<file path="src/rtl/fir_pkg.sv">
// Shared definitions for the time-multiplexed FIR tap sequencer:
// sequencer states, default widths and the accumulator width helper.
package fir_pkg;

  // Default geometry of the filter
  localparam int FIR_N_TAPS = 4;
  localparam int FIR_BW_IN  = 6;
  localparam int FIR_BW_OUT = 8;

  // Sequencer states: coefficient load, wait for sample, MAC sweep, publish
  typedef enum logic [1:0] {
    ST_LOAD = 2'd0,
    ST_IDLE = 2'd1,
    ST_RUN  = 2'd2,
    ST_DONE = 2'd3
  } fir_state_e;

  // Accumulator width that holds the sum of n_taps full-width products
  // without overflow: one product is 2*bw_in bits, plus clog2(n_taps)
  // guard bits for the additions.
  function automatic int fir_acc_width(input int bw_in, input int n_taps);
    return 2 * bw_in + $clog2(n_taps);
  endfunction

endpackage

</file>
<file path="src/rtl/fir_mac.sv">
// Shared signed multiply-accumulate unit. One product per enabled cycle is
// sign-extended and added to the accumulator; clr zeroes it for a new sample.
// acc_sum exposes acc + product so the caller can capture the final result
// on the same edge that performs the last accumulation.
module fir_mac
  import fir_pkg::*;
#(
  parameter int BW_in      = FIR_BW_IN,
  parameter int BW_product = 2 * BW_in,
  parameter int BW_acc     = fir_acc_width(BW_in, FIR_N_TAPS)
) (
  input  logic                     clk,
  input  logic                     reset,
  input  logic                     clr,
  input  logic                     en,
  input  logic signed [BW_in-1:0]  coef,
  input  logic signed [BW_in-1:0]  sample,
  output logic signed [BW_acc-1:0] acc_sum
);

  logic signed [BW_product-1:0] prod;
  logic signed [BW_acc-1:0]     prod_ext;
  logic signed [BW_acc-1:0]     acc_d;
  logic signed [BW_acc-1:0]     acc_q;

  // Full-width signed product, sign-extended to the accumulator width
  always_comb begin
    prod     = $signed({{(BW_product-BW_in){coef[BW_in-1]}}, coef}) *
               $signed({{(BW_product-BW_in){sample[BW_in-1]}}, sample});
    prod_ext = {{(BW_acc-BW_product){prod[BW_product-1]}}, prod};
    acc_sum  = acc_q + prod_ext;
  end

  // Next accumulator value: clear has priority over accumulate
  always_comb begin
    acc_d = acc_q;
    if (clr) begin
      acc_d = '0;
    end else if (en) begin
      acc_d = acc_sum;
    end
  end

  // Accumulator register
  always_ff @(posedge clk) begin
    if (reset) begin
      acc_q <= '0;
    end else begin
      acc_q <= acc_d;
    end
  end

endmodule

</file>
<file path="src/rtl/fir_tap_sequencer.sv">
// Time-multiplexed N-tap FIR controller around one shared multiplier.
// After reset it loads N_TAPS coefficients serially from x_in, then accepts
// one sample at a time, sweeps the taps with one MAC per cycle and publishes
// the low BW_out bits of the sum with a one-cycle y_valid pulse.
// coef[0] multiplies the newest sample (x_hist[0]).
module fir_tap_sequencer
  import fir_pkg::*;
#(
  parameter int N_TAPS     = FIR_N_TAPS,
  parameter int BW_in      = FIR_BW_IN,
  parameter int BW_product = 2 * BW_in,
  parameter int BW_acc     = fir_acc_width(BW_in, N_TAPS),
  parameter int BW_out     = FIR_BW_OUT
) (
  input  logic                    clk,
  input  logic                    reset,
  input  logic signed [BW_in-1:0] x_in,
  input  logic                    x_valid,
  output logic                    x_ready,
  output logic                    coef_done,
  output logic                    busy,
  output logic [BW_out-1:0]       y_out,
  output logic                    y_valid
);

  localparam int            KW     = (N_TAPS > 1) ? $clog2(N_TAPS) : 1;
  localparam logic [KW-1:0] K_LAST = KW'(N_TAPS - 1);

  // Output is the low bits of the accumulator: wrap, no rounding/saturation
  function automatic logic [BW_out-1:0] trunc_out(input logic signed [BW_acc-1:0] v);
    return BW_out'(v);
  endfunction

  fir_state_e state_d, state_q;

  logic [KW-1:0] idx_d, idx_q;   // coefficient write index (LOAD)
  logic [KW-1:0] k_d, k_q;       // tap index (RUN)

  logic signed [BW_in-1:0] coef_d   [N_TAPS];
  logic signed [BW_in-1:0] coef_q   [N_TAPS];
  logic signed [BW_in-1:0] x_hist_d [N_TAPS];
  logic signed [BW_in-1:0] x_hist_q [N_TAPS];

  logic              coef_done_d, coef_done_q;
  logic [BW_out-1:0] y_out_d, y_out_q;
  logic              y_valid_d, y_valid_q;

  logic                    xfer;
  logic                    mac_clr;
  logic                    mac_en;
  logic signed [BW_in-1:0] tap_coef;
  logic signed [BW_in-1:0] tap_x;
  logic signed [BW_acc-1:0] mac_sum;

  // Handshake and status decoded straight from the state register
  assign x_ready   = (state_q == ST_LOAD) || (state_q == ST_IDLE);
  assign busy      = (state_q == ST_RUN);
  assign coef_done = coef_done_q;
  assign y_out     = y_out_q;
  assign y_valid   = y_valid_q;
  assign xfer      = x_valid && x_ready;

  // Tap mux: select the coefficient/sample pair for the current tap
  always_comb begin
    tap_coef = coef_q[k_q];
    tap_x    = x_hist_q[k_q];
  end

  fir_mac #(
    .BW_in      (BW_in),
    .BW_product (BW_product),
    .BW_acc     (BW_acc)
  ) u_mac (
    .clk     (clk),
    .reset   (reset),
    .clr     (mac_clr),
    .en      (mac_en),
    .coef    (tap_coef),
    .sample  (tap_x),
    .acc_sum (mac_sum)
  );

  // Sequencer next-state, register-file updates and result capture
  always_comb begin
    state_d     = state_q;
    idx_d       = idx_q;
    k_d         = k_q;
    coef_d      = coef_q;
    x_hist_d    = x_hist_q;
    coef_done_d = coef_done_q;
    y_out_d     = y_out_q;
    y_valid_d   = 1'b0;
    mac_clr     = 1'b0;
    mac_en      = 1'b0;

    unique case (state_q)
      ST_LOAD: begin
        if (xfer) begin
          coef_d[idx_q] = x_in;
          idx_d         = idx_q + KW'(1);
          if (idx_q == K_LAST) begin
            idx_d       = '0;
            coef_done_d = 1'b1;
            state_d     = ST_IDLE;
          end
        end
      end

      ST_IDLE: begin
        if (xfer) begin
          x_hist_d[0] = x_in;
          for (int i = 1; i < N_TAPS; i++) begin
            x_hist_d[i] = x_hist_q[i-1];
          end
          mac_clr = 1'b1;
          k_d     = '0;
          state_d = ST_RUN;
        end
      end

      ST_RUN: begin
        mac_en = 1'b1;
        k_d    = k_q + KW'(1);
        if (k_q == K_LAST) begin
          // Capture the sum including the last product so y_out is already
          // valid during the DONE cycle that carries the pulse.
          k_d       = '0;
          y_out_d   = trunc_out(mac_sum);
          y_valid_d = 1'b1;
          state_d   = ST_DONE;
        end
      end

      ST_DONE: begin
        state_d = ST_IDLE;
      end

      default: begin
        state_d = ST_LOAD;
      end
    endcase
  end

  // State, regfile, delay line and output registers
  always_ff @(posedge clk) begin
    if (reset) begin
      state_q     <= ST_LOAD;
      idx_q       <= '0;
      k_q         <= '0;
      coef_done_q <= 1'b0;
      y_out_q     <= '0;
      y_valid_q   <= 1'b0;
      for (int i = 0; i < N_TAPS; i++) begin
        coef_q[i]   <= '0;
        x_hist_q[i] <= '0;
      end
    end else begin
      state_q     <= state_d;
      idx_q       <= idx_d;
      k_q         <= k_d;
      coef_done_q <= coef_done_d;
      y_out_q     <= y_out_d;
      y_valid_q   <= y_valid_d;
      coef_q      <= coef_d;
      x_hist_q    <= x_hist_d;
    end
  end

endmodule

</file>
<file path="config.mk">
export PLATFORM = sky130hd
export DESIGN_NAME = fir_tap_sequencer
export DESIGN_NICKNAME = d
export VERILOG_FILES = /design/src/rtl/fir_pkg.sv /design/src/rtl/fir_mac.sv /design/src/rtl/fir_tap_sequencer.sv
export SDC_FILE = /design/constraint.sdc
export NUM_CORES = 1
export LEC_CHECK = 0
export CORE_MARGIN = 1
export CORE_UTILIZATION = 51
export DETAILED_ROUTE_END_ITERATION = 10
export MAX_ROUTING_LAYER = met4
export PLACE_DENSITY = 0.69
export SETUP_SLACK_MARGIN = 0.3
export SLEW_MARGIN = 20
export SYNTH_ARGS = -nofsm -noshare
export SYNTH_HDL_FRONTEND = slang
export SYNTH_SLANG_ARGS = --single-unit
export TNS_END_PERCENT = 100
</file>
<file path="constraint.sdc">
create_clock -name clk -period 10 [get_ports clk]
set_clock_uncertainty 0.05 [all_clocks]
set_input_delay 1 -clock clk [delete_from_list [all_inputs] [get_ports clk]]
set_output_delay 1 -clock clk [all_outputs]
set_load 0.1 [all_outputs]
</file>
==> results of run 1 <==
worst max-delay path: cells and delay by family, from the launching register on:
kind,cells,cell delay [ns]
and+or+nand+nor,1,0.20
adders and majority gates,5,2.43
xor gates and xnor gates,2,0.40
DFF,1,0.85
AOI/OAI and AO/OA,4,0.49
muxes,1,0.66
buffers and inverters,3,0.14
registers in the layout (all words and copies together) (netlist names):
name,flops
coef_q,24
k_q,2
u_mac.acc_q,8
y_valid,1
y_out,8
x_hist_q,24
idx_q,2
coef_done,1
state_q,2
cell families (layout without fill, tap and decap cells):
family / after synthesis / count (layout) / synth area share
xor gates and xnor gates: 13 / 13 / 0.04079
muxes: 19 / 19 / 0.08468
and+or+nand+nor: 173 / 173 / 0.1800
buffers and inverters: 57 / 71 / 0.05604
AOI/OAI and AO/OA: 75 / 75 / 0.1031
adders and majority gates: 46 / 46 / 0.1768
DFF: 72 / 72 / 0.3587
worst max-delay path by stage:
stage | endpoint | depth (start not counted)
finish | u_mac.acc_q[7] | 16
global route | y_out[7] | 16
CTS | y_out[7] | 16
detailed placement | y_out[7] | 16
global placement | y_out[7] | 16
floorplan | u_mac.acc_q[7] | 18
final cells by class:
cell class | instances | area (µm²) | share of cell area
inverter | 35 | 131.4 | 0.02937
tap | 102 | 127.6 | 0.02853
timing repair buffer | 21 | 202.7 | 0.04531
clock buffer | 11 | 141.4 | 0.03161
sequential | 72 | 1441 | 0.3222
clock inverter | 4 | 76.32 | 0.01706
multi-input combinational | 326 | 2352 | 0.5259
cell usage after synthesis (all sizes together):
library cell / n
o21ai: 3
ha: 28
nor2: 18
xor3: 1
mux2i: 7
nand2b: 5
clkbuf: 16
nand3: 24
a21o: 2
nor3: 1
a32oi: 2
nand2: 114
nor2b: 1
xnor2: 8
mux4: 12
a211oi: 6
inv: 35
xnor3: 2
xor2: 2
fa: 18
buf: 6
a21oi: 61
or2: 1
o21bai: 1
dfxtp: 72
and2: 9
routing by layer:
metal | up-vias | global-route usage
met3 | 12 | 0.05303
met2 | 53 | 0.3466
met5 | - | -
li1 | 1519 | -
met1 | 1424 | 0.2935
met4 | 0 | 0.06746
through the flow:
step	cells	cell area (µm²)	hold slack [ns]
2_1_floorplan	455	4019	0.3831
3_3_place_gp	556	4255	0.3919
3_5_place_dp	556	4255	0.3999
4_1_cts	571	4473	0.4108
5_1_grt	571	4473	0.4221
6_report	571	4473	0.4105
power by group through the flow:
| stage | Sequential [mW] | Combinational (mW) | Clock, mW |
|---|---|---|---|
| after global placement | 0.337 | 0.240 | 0 |
| final | 0.330 | 0.244 | 0.259 |
| after detailed placement | 0.337 | 0.246 | 0 |
| after floorplan | 0.326 | 0.208 | 0 |
| after CTS | 0.331 | 0.246 | 0.264 |
| after global routing | 0.335 | 0.273 | 0.275 |
==> impl_results.md, run 1 <==
* Setup ws final at 4.613 ns
* Peak supply drop at 148.1 µV
* Largest net degree at the start of global routing at 66
* Avg Inst Size Synth at 8.833 µm²
* Worst Path Required at 10.14 ns
* Core area at 7687 µm²
* Comb power frac at 0.293
* F_max at 185.6 MHz
* FF-to-FF path depth at 16
* Dpl hpwl at 6046 µm
* Routed wl met3 at 262 µm
* Setup TNS at 0 ns
* Status: complete, no violations
* Antenna violations before repair at 0
* Clock power frac at 0.311
* Clock Tree Buf Depth at 2
* Met2 wire len at 3941 µm
* Hold Crit Depth at 2
* CP peak stage delay at 0.85 ns
* Reg-to-reg startpoint: k_q[0]
* HP Class: flip-flop to flip-flop
* Setup CP Type: flip-flop to flip-flop
* Antenna cells at 0
* Critical path launch point type: flip-flop
* Internal cell power at 544.6 µW
* First-pass GRT wire length at 14030 µm
* Tcrit/Tclk final at 0.5387
* Via/cell ratio at 5.268
* # nets final at 520
* Residual DRC count at 0
* Net switching share of the total power at 0.3466
* Pwr/cell area at 186.3 nW/µm²
* Final hold viol count at 0
* Die Area at 8239 µm²
* Setup-failing EPs final at 0
* Clock-pin transition on the worst setup and hold timing paths at 0.07 ns
* Worst slew pin tran at 0.9955 ns
* Tot Pwr at 833.5 µW
* Clock sinks at 72
* Slew HR at 0.3342
* Initial core utilization at 0.5228
* Cell accounting for the most synthesized area: dfxtp_1
* Worst-path maximum fanout at 15
* Area Growth Syn to Fin at 11.30%
* Die width at 90.77 µm
* Share of cells above drive strength 1 at 0.07036
* Port Buffer Count at 20
* Routed vias at 3008
* DR WL/cell at 14.31 µm
* Mapped cell area at 4019 µm²
* Fillers at 720
* Final period demand of the worst path at 5.387 ns
* WL met1 at 3865 µm
* Synthesized flop and latch total at 72
* Worst setup EP type: flip-flop
* Top Metal Used: met4
* Synth warn at 0
* Row cnt at 32
* Top cell by count, worst path: fa_1
* Max Slew Vio Count at 0
* Psw at 288.9 µW
* Post-route ant nets at 0
* Routability-driven placement congestion ratio at 0.8337
* CTS H-tree lvls at 3
* Critical R2R Capture: u_mac.acc_q[7]
* Die H at 90.77 µm
* Critical Path AT at 5.52 ns
* CP Cell Sequence: mux4_2 -> nand2b_1 -> fa_1 -> fa_1 -> inv_1 -> fa_1 -> inv_1 -> fa_1 -> inv_1 -> ha_1 -> o21ai_0 -> o21bai_1 -> a21oi_2 -> xor2_2 -> xnor2_1 -> a211oi_2
* Maxcap violations at 0
* GRT Util Overall at 0.2244
* Distinct cells, synth at 32
* Clock root cell: clkbuf_8
* Share of power burned in registers at 0.396
* DRT iter0 DRCs at 211
* Mapped Cells at 455
* Synth area leaders: dfxtp_1 36%, nand2_1 11%, fa_1 9.0%
* Num CTS Buffers at 9
* Postcts setup bufs at 0
* Hold endpoint: y_out[0]
* R2R setup slack at 4.61 ns
* Leakage at 1.659 nW
* Initial DRT Pass Iterations at 4
* Pre-CTS setup slack at 4.585 ns
* Most frequent cells in the layout: 113 x nand2_1, 72 x dfxtp_1, 60 x a21oi_1
* Grt ovf at 0
* TritonCTS clock tree: built
* Syn_nets at 510
* RSZ-0062 raised after global routing: false
* Slowest CP cell: dfxtp_1
* Drt total wl at 8170 µm
* Min-Delay Startpoint: y_out[0]
* Cts repair resizes at 0
* Boundary Pins at 21
* Synth top area share at 0.3587
* CTS Hold Buffers Added at 0
* Clock latency on the worst-skew pair at 0.35 ns
* Seq/Total Area, Yosys at 0.3587
* Post-layout util at 0.5819
* Commonest non-fill, non-tap cell in the layout: nand2_1
* Worst setup path start: k_q[0]
* Vias in the first global route at 2931
Note: power is estimated with default switching activity, not from simulation.
==> run 2, diff against run 1 <==
--- a/config.mk
+++ b/config.mk
@@ -9,7 +9,7 @@
 export CORE_UTILIZATION = 51
 export DETAILED_ROUTE_END_ITERATION = 10
 export MAX_ROUTING_LAYER = met4
-export PLACE_DENSITY = 0.69
+export PLACE_DENSITY = 0.72
 export SETUP_SLACK_MARGIN = 0.3
 export SLEW_MARGIN = 20
 export SYNTH_ARGS = -nofsm -noshare
==> constraint.sdc (replaced) <==
create_clock -name clk -period 4.9 [get_ports clk]
set_clock_uncertainty 0.05 [all_clocks]
set_input_delay 0.49 -clock clk [delete_from_list [all_inputs] [get_ports clk]]
set_output_delay 0.49 -clock clk [all_outputs]
set_load 0.1 [all_outputs]
==> run 2 against run 1 <==
Register-to-register slack worse by 4.3 ns. Final cell count rose by 3.9%. Non-clock buffer count increased by 21. Combinational power rose to 2.6 times the previous value. Count of clock-buffer cells in the layout increased by 1. Worst hold slack got worse by 0.0028 ns. Setup slack got worse by 4.3 ns. Critical path depth is 1 higher. Sequential power is 100% higher. Sequential share of layout area shrank 1.8 points. Global-route usage grew 0.96 points. Critical path type unchanged. Critical endpoint unchanged.
==> impl_results.md, run 2 (synthesis results as in run 1) <==
* Status: complete, no violations
* Pwr/cell area at 363.3 nW/µm²
* Routability-driven placement congestion ratio at 0.8459
* Worst Path Required at 5.04 ns
* CP peak stage delay at 0.56 ns
* Die H at 90.77 µm
* Leakage at 1.791 nW
* Slowest CP cell: mux4_2
* Top Registers: coef_q (24), x_hist_q (24)
* Clock-pin transition on the worst setup and hold timing paths at 0.08 ns
* DR WL/cell at 15.00 µm
* Commonest non-fill, non-tap cell in the layout: nand2_1
* Maxcap violations at 0
* CTS H-tree lvls at 3
* Grt ovf at 0
* Routed vias at 3179
* TritonCTS clock tree: built
* Largest net degree at the start of global routing at 66
* Max Slew Vio Count at 0
* First-pass GRT wire length at 14890 µm
* Post-route cell area at 4748 µm²
* Final hold viol count at 0
* # nets final at 541
* Row cnt at 32
* Share of cells above drive strength 1 at 0.1527
* Antenna cells at 0
* HP Class: flip-flop to flip-flop
* Clock Tree Buf Depth at 2
* Met3 global-route usage at 0.04461
* Setup CP Type: flip-flop to flip-flop
* Clock latency on the worst-skew pair at 0.34 ns
* Core area at 7687 µm²
* Placed Area at 4319 µm²
* RSZ-0062 raised after global routing: true
* Num CTS Buffers at 9
* Post-route ant nets at 0
* Pre-CTS setup slack at 0.2199 ns
* Final cell count without fillers at 593
* Drt total wl at 8896 µm
* Antenna violations before repair at 0
* Hold slack at 0.4077 ns
* Top cell by count, worst path: fa_1
* Tcrit/Tclk final at 0.9379
* Critical Path AT at 4.74 ns
* Worst-path maximum fanout at 7
* CP Cell Sequence: buf_12 -> mux4_2 -> nand2_2 -> fa_1 -> fa_1 -> inv_1 -> fa_1 -> inv_1 -> fa_1 -> inv_2 -> ha_4 -> o21ai_2 -> o21bai_1 -> a21oi_2 -> xor2_2 -> xnor2_2 -> a211oi_2
* Worst setup EP type: flip-flop
* Post-layout util at 0.6177
* Vias in the first global route at 3164
* Setup ws final at 0.3041 ns
* Initial DRT Pass Iterations at 4
* Residual DRC count at 0
* Critical path launch point type: flip-flop
* DP Cell Count at 560
* GRT Util Overall at 0.2340
* Via/cell ratio at 5.361
* Initial core utilization at 0.5228
* Tot Pwr at 1.725 mW
* Port Buffer Count at 20
* CTS Hold Buffers Added at 0
* GRT Max-Usage Layer: met2
* Worst slew pin tran at 1.003 ns
* Area Growth Syn to Fin at 18.15%
* Clock sinks at 72
* Boundary Pins at 21
* DRT iter0 DRCs at 118
* Met2 GRT Util at 0.3876
* Die width at 90.77 µm
* Met1 usage at 0.2845
* Die Area at 8239 µm²
* Setup TNS at 0 ns
* Most frequent cells in the layout: 110 x nand2_1, 70 x dfxtp_1, 59 x a21oi_1
* Slew HR at 0.3292
* Clock root cell: clkbuf_8
* Dpl hpwl at 6416 µm
* Peak supply drop at 235.0 µV
* F_max at 217.6 MHz
* Setup-failing EPs final at 0
* Final period demand of the worst path at 4.596 ns
## run 2: cell count changes in the layout (fill, tap and decap cells not counted), moves of 3 or more
cell     delta
buf_4      +18
nand2_2     +3
xnor2_2     +4
ha_4        +3
nand2_1     -3
ha_1        -3
xnor2_1     -4
## run 2: repair_timing
item | in CTS | in global routing
pin swaps | 13 | 14
setup endpoints to repair | 2 | 4
cloned | 1 | 0
setup buffers | 11 | 5
resized for setup | 13 | 7
## run 2: cell type report
| cell class | count | area (µm²) |
|---|---|---|
| fillers | 665 | 2939 |
| clock inverters | 4 | 28.78 |
| repair buffers | 42 | 396.6 |
| well taps | 102 | 127.6 |
| flip-flops and latches | 72 | 1446 |
| inverters | 35 | 131.4 |
| multi-input cells | 326 | 2462 |
| clock buffers | 12 | 155.1 |
## run 2: final timing paths
| kind | end | from | depth (start not counted) | slack [ns] |
|---|---|---|---|---|
| min reg2reg | x_hist_q[0] | x_hist_q[0] | 2 | 0.41 |
| max | u_mac.acc_q[7] | k_q[0] | 17 | 0.30 |
| max reg2reg | u_mac.acc_q[7] | k_q[0] | 17 | 0.30 |
| min | x_hist_q[0] | x_hist_q[0] | 2 | 0.41 |
## run 2: worst max-delay path: cells and delay by family, from the launching register on
family                     cells  cell delay [ns]
and+or+nand+nor                1             0.11
muxes                          1             0.56
buffers and inverters          4             0.28
adders and majority gates      5             2.22
xor gates and xnor gates       2             0.38
AOI/OAI and AO/OA              4             0.47
DFF                            1             0.40
## run 2: power by group
group,switching [mW],total (mW),internal [mW]
Clock,0.221,0.433,0.212
Combinational,0.365,0.624,0.260
Sequential,0.0373,0.668,0.631
Total,0.623,1.73,1.10
## run 2: metal layers
layer  share of wire  wire [µm]  vias up
li1                -          -     1565
met4           0.025        221        0
met1            0.44       3943     1533
met2            0.51       4534       56
met5               0          0        -
met3           0.022        197       25
==> run 3, diff against run 2 <==
--- a/config.mk
+++ b/config.mk
@@ -10,6 +10,7 @@
 export DETAILED_ROUTE_END_ITERATION = 10
 export MAX_ROUTING_LAYER = met4
 export PLACE_DENSITY = 0.72
+export REMOVE_ABC_BUFFERS = 1
 export SETUP_SLACK_MARGIN = 0.3
 export SLEW_MARGIN = 20
 export SYNTH_ARGS = -nofsm -noshare
==> run 3 against run 2 <==
Critical path depth increased by 1. Worst hold slack got worse by 0.00053 ns. Power decreased by 1.5%. Maximum frequency grew 0.91%. Die area stayed put. Sequential cell count did not move. Largest cell class unchanged. Largest power group unchanged. Highest routed layer unchanged.
==> impl_results.md, run 3 (synthesis results as in run 1) <==
* Status: complete, no violations
* Routed vias at 3137
* Slowest CP cell: fa_1
* DRT iter0 DRCs at 217
* Slew HR at 0.3374
* Num CTS Buffers at 9
* GRT Util Overall at 0.2428
* Worst slew pin tran at 0.9940 ns
* Residual DRC count at 0
* CP peak stage delay at 0.55 ns
* Critical path launch point type: flip-flop
* Pre-CTS setup slack at -0.03648 ns
* Fillers at 666
* Tcrit/Tclk final at 0.9295
* Share of cells above drive strength 1 at 0.1531
* Core area at 7687 µm²
* Worst Path Buf+Inv at 5
* Dpl hpwl at 6337 µm
* RSZ-0062 raised after global routing: true
* Clock power frac at 0.237
* Die width at 90.77 µm
* Sequential cell area at 1445 µm²
* Placed Area at 4320 µm²
* Commonest non-fill, non-tap cell in the layout: nand2_1
* Boundary Pins at 21
* Drt total wl at 8927 µm
* TritonCTS clock tree: built
* Die Area at 8239 µm²
* Critical Path AT at 4.77 ns
* DR WL/cell at 15.08 µm
* Share of power burned in registers at 0.392
* HP Class: flip-flop to flip-flop
* Clock root cell: clkbuf_8
* Vias in the first global route at 3136
* Post-route ant nets at 0
* Most frequent cells in the layout: 108 x nand2_1, 71 x dfxtp_1, 60 x a21oi_1
* Psw at 618.0 µW
* Top cell family by delay on the critical path: adder cells
* Final hold viol count at 0
* Post-route cell area at 4750 µm²
* Worst Path Required at 5.12 ns
* CP Cell Sequence: buf_12 -> buf_12 -> mux4_2 -> nand2_2 -> fa_1 -> fa_1 -> inv_1 -> fa_1 -> inv_1 -> fa_1 -> inv_2 -> ha_4 -> o21ai_2 -> o21bai_1 -> a21oi_2 -> xor2_2 -> xnor2_2 -> a211oi_1
* Maxcap violations at 0
* Top Registers: coef_q (24), x_hist_q (24)
* # nets final at 542
* First-pass GRT wire length at 15060 µm
* Via/cell ratio at 5.299
* Die H at 90.77 µm
* Pwr/cell area at 357.9 nW/µm²
* Leakage at 1.771 nW
* Initial core utilization at 0.5228
* Clock sinks at 72
* Final cell count without fillers at 592
* Top cell by count, worst path: fa_1
* CTS H-tree lvls at 3
* Antenna violations before repair at 0
* F_max at 219.6 MHz
* Clock-pin transition on the worst setup and hold timing paths at 0.08 ns
* Antenna cells at 0
* Internal cell power at 1.082 mW
* Largest net degree at the start of global routing at 66
* Final period demand of the worst path at 4.555 ns
* Clock Tree Buf Depth at 2
* Port Buffer Count at 20
* Worst setup EP type: flip-flop
* Setup-failing EPs final at 0
* Clock latency on the worst-skew pair at 0.35 ns
* CTS Hold Buffers Added at 0
* DP Cell Count at 563
* Grt ovf at 0
* Setup ws final at 0.3453 ns
* Initial DRT Pass Iterations at 4
* Setup CP Type: flip-flop to flip-flop
* Row cnt at 32
* Worst-path maximum fanout at 6
* Area Growth Syn to Fin at 18.18%
* Setup TNS at 0 ns
* Comb power frac at 0.372
* Net switching share of the total power at 0.3636
* Routability-driven placement congestion ratio at 0.9450
* Max Slew Vio Count at 0
* Peak supply drop at 198.7 µV
* Multi-input gate area at 2454 µm²
run 3: cell count changes in the layout (fill, tap and decap cells not counted), sizes merged:
cell,before,now
clkinvlp,2,1
clkbuf,12,10
clkinv,2,3
buf,23,24
run 3: cell type report:
type | count | area share
Multi-Input combinational cell | 326 | 0.5166
Sequential cell | 72 | 0.3043
Timing Repair Buffer | 43 | 0.09089
Clock buffer | 10 | 0.02898
Inverter | 35 | 0.02766
Tap cell | 102 | 0.02687
Clock inverter | 4 | 0.004742
run 3: metal layers:
metal	vias to the layer above	track usage	part of all wire
li1	1558	-	-
met1	1493	0.3055	0.46
met2	64	0.3813	0.48
met3	22	0.05556	0.031
met4	0	0.09392	0.032
met5	-	-	0
run 3: repair_timing:
item	in CTS	in global routing
resized for setup	18	10
pin swaps	21	10
setup buffers	14	0
endpoints found under the setup margin	2	4
gates cloned	1	0
run 3: worst reg2reg max path, delay by kind of cell (launching register included):
kind | cells | cell delay (ns)
muxes | 1 | 0.54
xor gates and xnor gates | 2 | 0.35
DFF | 1 | 0.38
adders and majority gates | 5 | 2.19
buffers and inverters | 5 | 0.38
and+or+nand+nor | 1 | 0.09
AOI/OAI and AO/OA | 4 | 0.51
run 3: power groups by stage:
stage	clock network, mW	logic, mW	registers (mW)
global route	0.436	0.688	0.672
global placement	0	0.526	0.674
finish	0.402	0.632	0.666
CTS	0.411	0.615	0.665
floorplan	0	0.389	0.677
detailed placement	0	0.539	0.674
run 3: path summary, 6_finish.rpt:
path                                  from  cells after the start  slack, ns         end
worst min register to register  coef_q[16]                      2       0.41  coef_q[16]
worst min-delay path            coef_q[16]                      2       0.41  coef_q[16]
worst max-delay path                k_q[0]                     18       0.35    y_out[7]
worst max register to register      k_q[0]                     18       0.35    y_out[7]
run 3: metrics by stage:
stage	utilization	power (mW)	hold WS, ns
2_1_floorplan	-	1.066	0.3771
3_3_place_gp	0.5620	1.199	0.3929
3_5_place_dp	0.5620	1.213	0.3986
4_1_cts	0.6136	1.692	0.4078
5_1_grt	0.6178	1.795	0.4273
6_report	0.6178	1.700	0.4072
